`config.mk`:
```
export PLATFORM = sky130hd
export DESIGN_NAME = ast_array_feeder_v
export DESIGN_NICKNAME = d
export VERILOG_FILES = /design/src/rtl/ast_array_feeder_v_pkg.sv /design/src/rtl/ast_array_feeder_v_skew.sv /design/src/rtl/ast_array_feeder_v.sv
export SDC_FILE = /design/constraint.sdc
export NUM_CORES = 1
export LEC_CHECK = 0
export CAP_MARGIN = 15
export CORE_MARGIN = 2
export CORE_UTILIZATION = 45
export CTS_BUF_LIST = sky130_fd_sc_hd__clkbuf_8
export DETAILED_ROUTE_END_ITERATION = 10
export SLEW_MARGIN = 20
export SYNTH_ARGS = -nofsm -noshare
export SYNTH_HDL_FRONTEND = slang
export SYNTH_SLANG_ARGS = --single-unit
```
`constraint.sdc`:
```
create_clock -name clk -period 65.9 [get_ports clk]
set_input_delay 13.18 -clock clk [delete_from_list [all_inputs] [get_ports clk]]
set_output_delay 13.18 -clock clk [all_outputs]
set_load 0.1 [all_outputs]
```
`src/rtl/ast_array_feeder_v_pkg.sv`:
```
// Shared constants for the systolic-array feeder and its neighbouring stages:
// default operand width, array dimension, FSM state encoding and stream length.
package ast_array_feeder_v_pkg;

    localparam int DEF_DATAWIDTH = 16;
    localparam int DEF_SIZE      = 4;

    localparam logic [1:0] ST_IDLE   = 2'd0;
    localparam logic [1:0] ST_CLEAR  = 2'd1;
    localparam logic [1:0] ST_STREAM = 2'd2;
    localparam logic [1:0] ST_FLUSH  = 2'd3;

    // Diagonal skew needs every row/column offset 0..2*(N-1) plus N-1 more elements.
    function automatic int stream_len(input int size);
        return 3 * size - 2;
    endfunction

    localparam int DEF_STREAM_LEN = stream_len(DEF_SIZE);

endpackage

```
`src/rtl/ast_array_feeder_v_skew.sv`:
```
// Picks the skewed operand for one array edge input: element k = t - IDX of
// row IDX of A (COL = 0) or of column IDX of B (COL = 1), or zero outside the band.
module ast_skew_select_v #(
    parameter int DW  = 16,
    parameter int N   = 4,
    parameter int IDX = 0,
    parameter int COL = 0,
    parameter int TW  = 4
) (
    input  logic [TW-1:0]       t,
    input  logic [N*N*DW-1:0]   mat,
    output logic [DW-1:0]       operand
);

    always_comb begin
        operand = '0;
        for (int k = 0; k < N; k++) begin
            if (int'(t) == IDX + k) begin
                operand = mat[((COL != 0) ? (k * N + IDX) : (IDX * N + k)) * DW +: DW];
            end
        end
    end

endmodule

```
`src/rtl/ast_array_feeder_v.sv`:
```
// Holds operand matrices A and B and streams them diagonally skewed into an
// N x N MAC array, with clear and flush phases around the stream.
module ast_array_feeder_v
    import ast_array_feeder_v_pkg::*;
#(
    parameter int DATAWIDTH    = DEF_DATAWIDTH,
    parameter int SIZE         = DEF_SIZE,
    parameter int FLUSH_CYCLES = 2
) (
    input  logic                      clk,
    input  logic                      reset,
    input  logic                      wr_en,
    input  logic                      wr_sel,
    input  logic [$clog2(SIZE)-1:0]   wr_row,
    input  logic [$clog2(SIZE)-1:0]   wr_col,
    input  logic [DATAWIDTH-1:0]      wr_data,
    input  logic                      start,
    output logic                      busy,
    output logic                      done,
    output logic [DATAWIDTH-1:0]      a_feed_0,
    output logic [DATAWIDTH-1:0]      a_feed_1,
    output logic [DATAWIDTH-1:0]      a_feed_2,
    output logic [DATAWIDTH-1:0]      a_feed_3,
    output logic [DATAWIDTH-1:0]      b_feed_0,
    output logic [DATAWIDTH-1:0]      b_feed_1,
    output logic [DATAWIDTH-1:0]      b_feed_2,
    output logic [DATAWIDTH-1:0]      b_feed_3,
    output logic                      load_en,
    output logic                      mult_en,
    output logic                      acc_en
);

    localparam int SLEN = stream_len(SIZE);
    localparam int TW   = $clog2(SLEN);
    localparam int FW   = $clog2(FLUSH_CYCLES + 1);
    localparam int MW   = SIZE * SIZE * DATAWIDTH;

    logic [1:0]           state_q, state_d;
    logic [TW-1:0]        t_q, t_d;
    logic [FW-1:0]        fl_q, fl_d;
    logic [MW-1:0]        a_mat_q, a_mat_d;
    logic [MW-1:0]        b_mat_q, b_mat_d;
    logic                 busy_q, busy_d;
    logic                 done_q, done_d;
    logic                 load_q, load_d;
    logic                 mac_q, mac_d;
    logic [DATAWIDTH-1:0] a_sel [SIZE];
    logic [DATAWIDTH-1:0] b_sel [SIZE];
    logic [DATAWIDTH-1:0] a_feed_d [SIZE];
    logic [DATAWIDTH-1:0] b_feed_d [SIZE];
    logic [DATAWIDTH-1:0] a_feed_q [SIZE];
    logic [DATAWIDTH-1:0] b_feed_q [SIZE];

    always_comb begin
        state_d = state_q;
        t_d     = t_q;
        fl_d    = fl_q;
        a_mat_d = a_mat_q;
        b_mat_d = b_mat_q;
        done_d  = 1'b0;
        case (state_q)
            ST_IDLE: begin
                // A write in the start cycle commits before the pass reads the matrices.
                if (wr_en) begin
                    for (int r = 0; r < SIZE; r++) begin
                        for (int c = 0; c < SIZE; c++) begin
                            if (int'(wr_row) == r && int'(wr_col) == c) begin
                                if (wr_sel) b_mat_d[(r * SIZE + c) * DATAWIDTH +: DATAWIDTH] = wr_data;
                                else        a_mat_d[(r * SIZE + c) * DATAWIDTH +: DATAWIDTH] = wr_data;
                            end
                        end
                    end
                end
                if (start) state_d = ST_CLEAR;
            end
            ST_CLEAR: begin
                state_d = ST_STREAM;
                t_d     = '0;
            end
            ST_STREAM: begin
                if (t_q == TW'(SLEN - 1)) begin
                    state_d = ST_FLUSH;
                    t_d     = '0;
                    fl_d    = '0;
                end else begin
                    t_d = t_q + TW'(1);
                end
            end
            ST_FLUSH: begin
                if (fl_q == FW'(FLUSH_CYCLES - 1)) begin
                    state_d = ST_IDLE;
                    done_d  = 1'b1;
                end else begin
                    fl_d = fl_q + FW'(1);
                end
            end
            default: state_d = ST_IDLE;
        endcase
        busy_d = (state_d != ST_IDLE);
        load_d = (state_d == ST_CLEAR);
        mac_d  = (state_d == ST_STREAM) || (state_d == ST_FLUSH);
    end

    // Outputs are registered from the next state, so they track the state just entered.
    generate
        for (genvar gi = 0; gi < SIZE; gi++) begin : g_feed
            ast_skew_select_v #(.DW(DATAWIDTH), .N(SIZE), .IDX(gi), .COL(0), .TW(TW)) u_a_sel (
                .t(t_d), .mat(a_mat_q), .operand(a_sel[gi])
            );
            ast_skew_select_v #(.DW(DATAWIDTH), .N(SIZE), .IDX(gi), .COL(1), .TW(TW)) u_b_sel (
                .t(t_d), .mat(b_mat_q), .operand(b_sel[gi])
            );
            assign a_feed_d[gi] = (state_d == ST_STREAM) ? a_sel[gi] : '0;
            assign b_feed_d[gi] = (state_d == ST_STREAM) ? b_sel[gi] : '0;
        end
    endgenerate

    always_ff @(posedge clk or posedge reset) begin
        if (reset) begin
            state_q <= ST_IDLE;
            t_q     <= '0;
            fl_q    <= '0;
            a_mat_q <= '0;
            b_mat_q <= '0;
            busy_q  <= 1'b0;
            done_q  <= 1'b0;
            load_q  <= 1'b0;
            mac_q   <= 1'b0;
            for (int i = 0; i < SIZE; i++) begin
                a_feed_q[i] <= '0;
                b_feed_q[i] <= '0;
            end
        end else begin
            state_q <= state_d;
            t_q     <= t_d;
            fl_q    <= fl_d;
            a_mat_q <= a_mat_d;
            b_mat_q <= b_mat_d;
            busy_q  <= busy_d;
            done_q  <= done_d;
            load_q  <= load_d;
            mac_q   <= mac_d;
            for (int i = 0; i < SIZE; i++) begin
                a_feed_q[i] <= a_feed_d[i];
                b_feed_q[i] <= b_feed_d[i];
            end
        end
    end

    assign busy     = busy_q;
    assign done     = done_q;
    assign load_en  = load_q;
    assign mult_en  = mac_q;
    assign acc_en   = mac_q;
    assign a_feed_0 = a_feed_q[0];
    assign a_feed_1 = a_feed_q[1];
    assign a_feed_2 = a_feed_q[2];
    assign a_feed_3 = a_feed_q[3];
    assign b_feed_0 = b_feed_q[0];
    assign b_feed_1 = b_feed_q[1];
    assign b_feed_2 = b_feed_q[2];
    assign b_feed_3 = b_feed_q[3];

endmodule

```
# Word level (Yosys, flattened, before mapping)
# Index checks and enable logic that the tools add are counted.
# word_totals
regBits	652
output_inout_bits	133
# classes
addsub	2
eq_ne	22
muxes	51
n_bitwise	1
reduce_logical	56
# ops
cell	n
16-bit 2-to-1 mux	40
4-bit AND reduction	32
2-bit == test (second input constant)	8
4-bit == test (second input constant)	4
1-bit logical AND	16
2-bit by 1-bit == test with 1-bit output (second input constant)	5
2-bit 2-to-1 mux	5
4-bit by 3-bit == test with 1-bit output (second input constant)	2
2-bit one-hot mux with 4 select lines	1
4-bit one-hot mux with 2 select lines	1
2-bit logical NOT	3
4-bit by 1-bit adder with 4-bit output (second input constant)	1
4-bit by 2-bit == test with 1-bit output (second input constant)	1
4-bit logical NOT	1
4-bit 2-to-1 mux	1
2-bit != test (second input constant)	2
2-bit one-hot mux with 2 select lines	1
2-bit nonzero test	2
3-bit AND reduction	1
2-bit by 1-bit adder with 2-bit output (second input constant)	1
1-bit 2-to-1 mux	2
1-bit logical OR	1
1-bit inverter	1

# Longest topological paths before layout
# depth
word_depth	9
mapped_depth	11
ltp_nobuf	8

# Hierarchy
# Synthesis repeated with hierarchy kept, for this count alone.
# unflattened
cells_unflattened	2025
area_unflattened_um2	27923.0
# by_module_without_submodules
module	instances	cells_each	area_each_um2	seq_area_each_um2
ast_array_feeder_v	1	1507	24044.3	16315.6
ast_skew_select_v (g_feed[2].u_a_sel ...)	2	58	500.5	0.0
ast_skew_select_v (g_feed[0].u_a_sel ...)	2	58	498.0	0.0
ast_skew_select_v (g_feed[3].u_a_sel ...)	2	67	493.0	0.0
ast_skew_select_v (g_feed[1].u_a_sel ...)	2	76	447.9	0.0

# Worst setup path after synthesis
# OpenSTA, ideal clock, no wires.
# synth_path
path_type	input-to-reg
from	input wr_row[1]
to	register a_mat_q[48]
arrival_time_ns	14.713
required_ns	65.775
slack_ns	51.063
cell_stages	5
cell_sequence	or3b_2 > clkbuf_1 > nor2_1 > buf_2 > mux2_2
# synth_between
elab_chain_cells	3
# synth_rtl
element	line	source
start: declaration	ast_array_feeder_v.sv:14	input logic [$clog2(SIZE)-1:0] wr_row,
2-bit logical NOT	ast_array_feeder_v.sv:67	if (int'(wr_row) == r && int'(wr_col) == c) begin
1-bit logical AND	ast_array_feeder_v.sv:67	
4-bit AND reduction (no source line)	n/a	
end signal: assignment	ast_array_feeder_v.sv:137	a_mat_q <= a_mat_d;
end: declaration	ast_array_feeder_v.sv:41	logic [MW-1:0] a_mat_q, a_mat_d;
# No other way between the ends.
# A chain may end at the register's enable or synchronous reset.

# Worst setup path in the final report
# layout_path
from	register b_feed_q, in the netlist b_feed_2[7]
to	output b_feed_2[7]
# layout_rtl
element	line	source
start: declaration	ast_array_feeder_v.sv:52	logic [DATAWIDTH-1:0] b_feed_q [SIZE];
start signal: indexed assignment	ast_array_feeder_v.sv:145	b_feed_q[i] <= b_feed_d[i];
end: declaration	ast_array_feeder_v.sv:26	output logic [DATAWIDTH-1:0] b_feed_2,
# No word-level cell between the ends.

==> flow_metrics.py <==
metrics = {
    "status": {
        "status": "complete, no violations",
    },
    "clocking": {
        "cts_tree": "built",
        "clockBufferDepth": 3,
        "postCtsResizedCells": 0,
        "htree_levels": 3,
        "clock_latency_ps": 720,
        "clk_pin_slew_ps": 70,
        "ctsHoldBuffers": 0,
        "cts.sinks": 652,
        "root_buffer": "clkbuf_8",
        "post-cts-setup-buffers": 0,
        "cts-buffers-inserted": 109,
    },
    "final_layout": {
        "ff_latch_area_um2": 16300,
        "multiInputGateArea_um2": 10400,
        "fill_cells": 5066,
        "area_delta_synth_final_pct": 16.2,
        "layout_common_cells": "dfrtp_1, mux2_2, clkdlybuf4s50_1, clkbuf_8, a21oi_1",
        "final_area_um2": 32000,
        "drive_gt1_frac": 0.339,
        "final_common_cell": "dfrtp_1",
        "fin_nets": 2274,
        "final_util": 0.530,
    },
    "timing": {
        "fin_hold_ws_ps": 496,
        "drv_slew": 0,
        "min_period_over_period": 0.236,
        "hold_viol_final": 0,
        "tightest_slew_ps": 1170,
        "rsz0062_at_grt": "no",
        "fmax_ghz": 0.0644,
        "slew_headroom": 0.219,
        "clock_skew_ps": 35.6,
        "period_needed_ps": 15540,
        "fin_tns_setup_ps": 0,
        "setup_viol": 0,
    },
    "pwr": {
        "powerDensity_nw_per_um2": 40.4,
        "ir_worst_vdd_v": 0.0000303,
        "pwr-share-comb": 0.311,
        "p_clk_frac": 0.284,
        "pwr-share-seq": 0.405,
        "power_switching_mw": 0.479,
        "p_leak_nw": 14.9,
        "switching_share": 0.371,
        "p_int_mw": 0.814,
    },
    "routing": {
        "wl_per_cell_um": 24.6,
        "remaining_drc_errors": 0,
        "wl_um": 76200,
        "drtIter0Drc": 1261,
        "final_antenna_net_count": 0,
        "dr.pass1.iters": 5,
        "vias": 18400,
        "viasPerCell": 5.94,
    },
    "floorplanning": {
        "fp.dieH_um": 252,
        "rows": 90,
        "die_w_um": 252,
        "core_area_um2": 60500,
        "fp.dieArea_um2": 63300,
        "io-pin-count": 158,
        "start_util": 0.456,
    },
    "setup_path": {
        "rr_endpoint": "b_feed_0[15]",
        "endpoint_kind": "output port",
        "arrival_ps": 2360,
        "cp_num_cells": 1,
        "crit_slowest_cell": "clkdlybuf4s50_1",
        "critPathMaxStageDelay_ps": 1180,
        "r2r_slack_ps": 61410,
        "path_max_fanout": 1,
        "reg2regPathDepth": 9,
        "r2r_start": "state_q[1]",
        "start_kind": "flop",
        "cp.required_ps": 52720,
        "path_cells": "clkdlybuf4s50_1",
        "crit_family": "buffers and inverters",
        "path_buf_inv": 1,
        "path_class": "flop to output port",
    },
    "synthesis": {
        "async_flop_share": 1.00,
        "syn_area_um2": 27600,
        "synthFlopType": "dfrtp_1",
        "ys_types": 48,
        "ys_seq_area_frac": 0.592,
        "yosys_register_bits": 652,
        "syn_avg_cell_area_um2": 13.0,
        "synth.net_count": 2153,
        "synth_edf_count": 0,
        "synthCells": 2120,
        "ys_warn_count": 0,
    },
    "placement": {
        "place_congestion": 0.794,
        "hpwl_um": 42100,
        "placed_area_um2": 29800,
        "io_buffers": 157,
    },
    "global_routing": {
        "track_usage": 0.243,
        "grt_antenna_before_repair": 4,
        "grt_max_degree": 109,
        "grt_overflow": 0,
        "grt_pass1_wl_um": 117000,
        "grt_pass1_vias": 19200,
    },
    "worst_hold_path": {
        "hold_class": "flop to flop",
        "min_delay_path_depth": 1,
        "hold_path_startpoint": "a_mat_q[70]",
        "hold_path_end": "a_mat_q[70]",
    },
    "job": {
        "drv_cap": 0,
    },
}
[cell families (layout without fill, tap and decap cells)]
logic type | Yosys count | count (layout) | synth area share
adders and majority gates | 8 | 8 | 0.00363
and+or+nand+nor | 286 | 286 | 0.0501
muxes | 513 | 513 | 0.209
AOI/OAI and AO/OA | 418 | 418 | 0.109
xor gates and xnor gates | 1 | 1 | 0.000318
other | 0 | 1 | 0
buffers and inverters | 242 | 443 | 0.0357
DFF | 652 | 652 | 0.592
[power groups by stage]
| stage | Sequential (mW) | Clock [mW] | Combinational [mW] |
|---|---|---|---|
| floorplan | 0.598 | 0 | 0.213 |
| detailed placement | 0.530 | 0 | 0.401 |
| CTS | 0.523 | 0.375 | 0.403 |
| global route | 0.533 | 0.395 | 0.428 |
| global placement | 0.525 | 0 | 0.394 |
| finish | 0.523 | 0.367 | 0.402 |
[cell type report]
class | count | share of cell area
clock buffer | 140 | 0.0601
sequential | 652 | 0.509
timing repair buffer | 206 | 0.0604
inverter | 46 | 0.00562
antenna | 1 | 0.0000781
multi-input combinational | 1226 | 0.324
clock inverter | 51 | 0.0103
tap | 782 | 0.0305
[flip-flops by register name (all words and copies together) (netlist names), 2 cells and up]
signal and count:
b_feed_3 16, a_feed_0 16, a_feed_2 16, b_mat_q 256, t_q 4, state_q 2, a_mat_q 256, fl_q 2
a_feed_3 16, b_feed_2 16, b_feed_0 16, b_feed_1 16, a_feed_1 16
[worst max-delay path by stage]
stage          slack, ps   startpoint     endpoint
3_5_place_dp       49570        reset  a_feed_0[0]
3_3_place_gp       49670        reset  a_feed_0[0]
2_1_floorplan      34450        reset  a_feed_0[0]
6_report           50360  b_feed_2[7]  b_feed_2[7]
5_1_grt            49990        reset  a_mat_q[61]
4_1_cts            50330  b_feed_1[2]  b_feed_1[2]
[metal layers]
metal  vias up  GRT usage  part of all wire  routed length [um]
met4         6     0.0864             0.027                2050
met5         -          0           0.00055                  42
met2       547      0.391              0.47               36100
met3       132     0.0388             0.052                3930
met1      9764      0.336              0.45               34100
li1       7983          -                 -                   -
[cell usage after synthesis, types with 3 or more instances]
master | instances | area share
o221a_2 | 32 | 0.013
inv_1 | 45 | 0.0061
nand2b_1 | 37 | 0.0084
and3_1 | 3 | 0.00068
o21a_1 | 4 | 0.0011
nor3_1 | 4 | 0.00073
mux2_2 | 513 | 0.21
nand2_1 | 87 | 0.012
clkbuf_1 | 152 | 0.021
nand4b_1 | 5 | 0.0016
a21oi_1 | 101 | 0.018
nor3b_1 | 4 | 0.0011
and2_1 | 4 | 0.00091
a211oi_1 | 33 | 0.0090
buf_1 | 4 | 0.00054
nand3b_1 | 5 | 0.0014
a32oi_1 | 32 | 0.010
and3b_1 | 3 | 0.00095
buf_4 | 8 | 0.0022
a32o_1 | 32 | 0.012
nor2_1 | 55 | 0.0075
ha_1 | 8 | 0.0036
o21ai_1 | 4 | 0.00073
nand4_1 | 3 | 0.00068
dfrtp_1 | 652 | 0.59
o21ai_0 | 68 | 0.012
nand3_1 | 69 | 0.013
o32ai_1 | 65 | 0.021
a31oi_1 | 34 | 0.0077
buf_2 | 30 | 0.0054
[metrics by stage]
step	instances	worst slack (ps)	power, mW
6_report	3104	50360	1.29
5_1_grt	3103	49990	1.36
4_1_cts	3103	50330	1.30
3_5_place_dp	2912	49570	0.931
3_3_place_gp	2912	49670	0.919
2_1_floorplan	2120	34450	0.810
(Power assumes the default switching activity.)
